File: config.mk
export PLATFORM = sky130hd
export DESIGN_NAME = wallace_final_adder
export DESIGN_NICKNAME = d
export VERILOG_FILES = /design/src/rtl/wallace_final_adder.sv
export SDC_FILE = /design/constraint.sdc
export NUM_CORES = 1
export LEC_CHECK = 0
export ABC_CLOCK_PERIOD_IN_PS = 6700
export CORE_ASPECT_RATIO = 1.2
export CORE_MARGIN = 2
export CORE_UTILIZATION = 38
export DETAILED_ROUTE_END_ITERATION = 10
export PLACE_DENSITY = 0.61
export SLEW_MARGIN = 20
export SYNTH_ARGS = -nofsm -noshare
export SYNTH_HDL_FRONTEND = slang
export SYNTH_SLANG_ARGS = --single-unit
File: constraint.sdc
create_clock -name clk -period 6.7 [get_ports clk]
set_input_delay 1.34 -clock clk [delete_from_list [all_inputs] [get_ports clk]]
set_output_delay 1.34 -clock clk [all_outputs]
set_load 0.1 [all_outputs]
File: src/rtl/wallace_final_adder.sv
// Final carry-propagate adder for the pipelined Wallace-tree multiplier.
// Two-stage split adder (low half, then high half plus carry) with valid/ready flow control.
module wallace_final_adder #(
   parameter int ROW_W = 65,
   parameter int P_W   = 64,
   parameter int TAG_W = 4
) (
   input  logic             clk,
   input  logic             rst,
   input  logic             in_valid,
   output logic             in_ready,
   input  logic [ROW_W-1:0] in_sum,
   input  logic [ROW_W-1:0] in_carry,
   input  logic [TAG_W-1:0] in_tag,
   output logic             out_valid,
   input  logic             out_ready,
   output logic [P_W-1:0]   out_product,
   output logic [TAG_W-1:0] out_tag,
   output logic             out_ovf,
   output logic [7:0]       err_count
);

   localparam int HALF = P_W / 2;
   localparam int HI_W = ROW_W - HALF;

   logic            a_valid;
   logic [HALF-1:0] a_lo;
   logic            a_c32;
   logic [HI_W-1:0] a_sum_hi;
   logic [HI_W-1:0] a_carry_hi;
   logic [TAG_W-1:0] a_tag;

   logic            a_load;
   logic            b_load;
   logic            out_xfer;
   logic [HALF:0]   lo;
   logic [HI_W:0]   hi;

   // Stage A may accept whenever it will be empty after this edge; never while in reset.
   assign in_ready = rst & (!a_valid | !out_valid | out_ready);
   assign a_load   = in_valid & in_ready;
   assign b_load   = a_valid & (!out_valid | out_ready);
   assign out_xfer = out_valid & out_ready;

   assign lo = {1'b0, in_sum[HALF-1:0]} + {1'b0, in_carry[HALF-1:0]};
   assign hi = {1'b0, a_sum_hi} + {1'b0, a_carry_hi} + {{HI_W{1'b0}}, a_c32};

   always_ff @(posedge clk) begin
      if (!rst) begin
         a_valid    <= 1'b0;
         a_lo       <= '0;
         a_c32      <= 1'b0;
         a_sum_hi   <= '0;
         a_carry_hi <= '0;
         a_tag      <= '0;
      end else begin
         if (a_load) begin
            a_valid    <= 1'b1;
            a_lo       <= lo[HALF-1:0];
            a_c32      <= lo[HALF];
            a_sum_hi   <= in_sum[ROW_W-1:HALF];
            a_carry_hi <= in_carry[ROW_W-1:HALF];
            a_tag      <= in_tag;
         end else if (b_load) begin
            a_valid <= 1'b0;
         end
      end
   end

   // Any bit of the high-half sum above the product width marks an overflowing row.
   always_ff @(posedge clk) begin
      if (!rst) begin
         out_valid   <= 1'b0;
         out_product <= '0;
         out_tag     <= '0;
         out_ovf     <= 1'b0;
      end else begin
         if (b_load) begin
            out_valid   <= 1'b1;
            out_product <= {hi[P_W-HALF-1:0], a_lo};
            out_tag     <= a_tag;
            out_ovf     <= |hi[HI_W:P_W-HALF];
         end else if (out_xfer) begin
            out_valid <= 1'b0;
         end
      end
   end

   always_ff @(posedge clk) begin
      if (!rst) begin
         err_count <= '0;
      end else if (out_xfer && out_ovf && (err_count != 8'hFF)) begin
         err_count <= err_count + 8'd1;
      end
   end

endmodule

Yosys cells after proc, flatten, opt, wreduce, memory -nomap -nowiden
Index checks and enable logic that the tools add are counted.
Widths: inputs -> output; s select.
{"block": "word_totals", "register_bits": 182, "latchBits": 0, "ram_bits": 0, "mem_bits_ro": 0, "inputBits": 138, "output_inout_bits": 79, "word_cells": 34, "memories": 0}
{"block": "op_classes", "n_addsub": 4, "mul": 0, "div": 0, "order_cmp": 0, "n_eq_ne": 1, "shift": 0, "muxes": 4, "bitwise_logic": 7, "reduce_logical": 7}
{"cell": "$add 33x33->34", "n": 1}
{"cell": "$add 34x1->34", "n": 1}
{"cell": "$add 32x32->33", "n": 1}
{"cell": "$add 8x1->8 const B", "n": 1}
{"cell": "$ne 8x8->1 const B", "n": 1}
{"cell": "$and 1x1->1", "n": 4}
{"cell": "$mux 1", "n": 4}
{"cell": "$reduce_bool 2->1", "n": 2}
{"cell": "$or 1x1->1", "n": 3}
{"cell": "$logic_and 1x1->1", "n": 2}
{"cell": "$logic_not 1->1", "n": 2}
{"cell": "$reduce_or 2->1", "n": 1}

Longest topological paths before layout
{"block": "depth", "ltp_word": 6, "mapped_depth": 12, "depth_no_buf": 12}

Worst setup path before layout
No wires, ideal clock.
{"block": "synth_timing", "path_type": "input -> output", "from": "in rst", "to": "out in_ready", "arrival_ns": 3.204, "required_ns": 5.360, "slack_ns": 2.156, "path_stages": 3, "path_buffers": 1, "cell_sequence": "clkbuf_1 > inv_2 > a21oi_1"}
{"block": "synth_between", "elab_chain_cells": 1}
{"item": "from (decl)", "line": "9", "text": "input logic rst,"}
{"item": "$and 1x1->1", "line": "40", "text": "assign in_ready = rst & (!a_valid | !out_valid | out_ready);"}
{"item": "to (decl)", "line": "11", "text": "output logic in_ready,"}
No other way between the ends.

Worst setup path in the final report
{"block": "layout_timing", "from": "in in_sum[0]", "to": "reg a_lo[26]"}
{"block": "layout_between", "elab_chain_cells": 1}
{"item": "from (decl)", "line": "12", "text": "input logic [ROW_W-1:0] in_sum,"}
{"item": "$add 32x32->33", "line": "45", "text": "assign lo = {1'b0, in_sum[HALF-1:0]} + {1'b0, in_carry[HALF-1:0]};"}
{"item": "to (signal assigned)", "line": "59", "text": "a_lo <= lo[HALF-1:0];"}
{"item": "to (decl)", "line": "27", "text": "logic [HALF-1:0] a_lo;"}
No other way between the ends.
A chain may end at the register's enable or synchronous reset.

==> results.json <==
{
  "via_per_inst": 5.22,
  "initial_core_util": 0.389,
  "min_path_cells": 2,
  "ant_nets": 0,
  "cts_buffers": 17,
  "hold_buffers": 0,
  "drt_iter0_drc": 400,
  "cp_max_fo": 3,
  "area_growth_pct": 30.2,
  "worst_clock_skew_ns": 0.0124,
  "synth-edff-count": 0,
  "h-tree-depth": 4,
  "cts_num_sinks": 182,
  "diodes": 0,
  "die_area_um2": 26700,
  "worst_setup_path_start_kind": "input pin",
  "cts_root_buf": "clkbuf_16",
  "max_freq_mhz": 249,
  "synthDistinctLibCells": 58,
  "max_cap_viol_count": 0,
  "syn_nets": 1453,
  "critical_path_arrival_ns": 4.37,
  "routedWlPerCell_um": 15.6,
  "dpl_cell_area_um2": 12000,
  "grt_pass1_vias": 8775,
  "syn-cell-area_um2": 9660,
  "p_total_mw": 2.88,
  "fin_nets": 1625,
  "fp.dieH_um": 179,
  "syn-instance-count": 1247,
  "rsz0062_at_grt": "false",
  "crit_type": "in -> reg",
  "clkTransAtPathRegs_ns": 0.07,
  "min_period_ns": 4.01,
  "layout_commonest_cell": "nand2_1",
  "hold_path_class": "reg -> reg",
  "grt_max_degree": 88,
  "maxSlewHeadroom": 0.279,
  "cts_tree": "built",
  "wirelength_um": 27400,
  "p_leak_nw": 5.33,
  "grt.total_usage": 0.204,
  "dpl.hpwl_um": 19600,
  "insertion_delay_ns": 0.43,
  "drv_slew": 0,
  "firstDrtPassIters": 5,
  "setup.worst_path.end_class": "flip-flop",
  "ys_ff_latch": 182,
  "async_flop_share": 0,
  "power_density_nw_per_um2": 229,
  "clockBufferDepth": 2,
  "synthFlopType": "dfxtp_1",
  "port-buffer-count": 216,
  "mostFrequentLayoutCells": "290 x nand2_1, 214 x clkdlybuf4s50_1, 182 x dfxtp_1",
  "die_w_um": 150,
  "drive_gt1_frac": 0.0377,
  "synth_warnings": 0,
  "status": "finished, final reports clean",
  "final.setup.tns_ns": 0,
  "tightest_slew_ns": 1.08,
  "cp.required_ns": 7.06,
  "rows": 63,
  "num_vias": 9171,
  "cts_resized": 0,
  "finalSetupViolations": 0,
  "grt_first_pass_wirelength_um": 43700,
  "timing_hold_violations_final": 0,
  "ir_worst_vdd_mv": 0.157,
  "postCtsSetupBuffers": 0,
  "grt_remaining_overflow": 0,
  "drc": 0,
  "design_area_um2": 12600,
  "antenna_found_initial": 1,
  "core_um2": 24800,
  "post-route-period-util": 0.598,
  "gp_congestion": 0.907,
  "reg2reg_depth": 12,
  "ios": 217,
  "syn_avg_cell_area_um2": 7.75,
  "ys_seq_area_frac": 0.377
}
[critical path, cell delays in order]
cell	delay [ns]
clkdlybuf4s50_1	0.40
ha_1	0.24
fa_1	0.42
a21o_1	0.22
a31o_2	0.27
nand4_1	0.17
a31oi_1	0.20
a211oi_2	0.36
a31oi_1	0.15
or4b_1	0.51
nand3_1	0.07
[cell type report]
cell class,count,area (um^2)
Multi-Input combinational cell,974,5700
Tap cell,325,407
Clock buffer,20,457
Inverter,22,82.6
Sequential cell,182,3640
Fill cell,2441,12200
Timing Repair Buffer,222,2200
Clock inverter,11,93.8
[kinds of logic (layout without fill, tap and decap cells)]
family / after synthesis / in the layout / share of synthesized area
compound gates: 312 / 312 / 0.201
xor+xnor: 56 / 56 / 0.0508
fa+ha+maj: 68 / 68 / 0.0904
buf+inv: 91 / 275 / 0.0353
flops: 182 / 182 / 0.377
mux: 2 / 2 / 0.00207
simple gates: 536 / 536 / 0.244
[through the flow]
stage / setup WS, ns / cells / util / hold WS, ns
after floorplan: 2.16 / 1247 / - / 0.427
after global placement: 2.33 / 1725 / 0.485 / 0.436
after detailed placement: 2.28 / 1725 / 0.485 / 0.444
after CTS: 2.69 / 1756 / 0.507 / 0.454
after global routing: 2.56 / 1756 / 0.507 / 0.462
final: 2.69 / 1756 / 0.507 / 0.449
[synth_stat cells (3+ instances only)]
library cell,n,share of area
inv_1,21,0.0082
o31ai_1,5,0.0039
clkbuf_1,54,0.021
nor3_1,11,0.0057
and4_1,5,0.0045
a211oi_1,11,0.0085
a21o_1,30,0.023
a221oi_1,3,0.0027
ha_1,65,0.084
fa_1,3,0.0062
nand3_1,116,0.060
nor4_1,3,0.0019
o21ai_0,66,0.034
xor2_1,24,0.022
o21a_1,7,0.0054
o211ai_1,6,0.0047
a21oi_1,124,0.064
buf_1,15,0.0058
and2_1,4,0.0026
or4_1,3,0.0023
and3_1,16,0.010
xnor2_1,32,0.029
nor2_1,54,0.021
a311o_1,3,0.0031
a211o_1,6,0.0054
nand2_1,291,0.11
o22ai_1,3,0.0019
nand4_1,13,0.0084
nand2b_1,4,0.0026
dfxtp_1,182,0.38
a21boi_0,4,0.0031
nor2b_1,9,0.0058
a31o_2,3,0.0027
a31oi_1,12,0.0078
o21bai_1,8,0.0062
[final timing paths]
check            start              end  slack, ns
max reg2reg      a_c32  out_product[60]       3.66
min           a_lo[12]  out_product[12]       0.45
max          in_sum[0]         a_lo[26]       2.69
min reg2reg   a_lo[12]  out_product[12]       0.45
[power breakdown]
group          internal (mW)  switching, mW  total [mW]  leakage (nW)
registers               1.16         0.0439        1.20          1.49
logic                  0.272          0.457       0.729          3.57
clock network          0.501          0.445       0.946         0.263
[registers in the layout (all words and copies together), names as in the netlist, 4 cells and up]
signal       cells
a_lo            32
a_carry_hi      33
a_tag            4
err_count        8
out_product     64
a_sum_hi        33
out_tag          4
[routing by layer]
| layer | vias to the layer above | routed length (um) | GRT usage |
|---|---|---|---|
| li1 | 4723 | - | - |
| met1 | 4150 | 12100 | 0.250 |
| met3 | 44 | 1330 | 0.0402 |
| met2 | 252 | 13200 | 0.356 |
| met4 | 2 | 750 | 0.0690 |
| met5 | - | 13 | 0 |
Power figures use the tool's default switching activity.
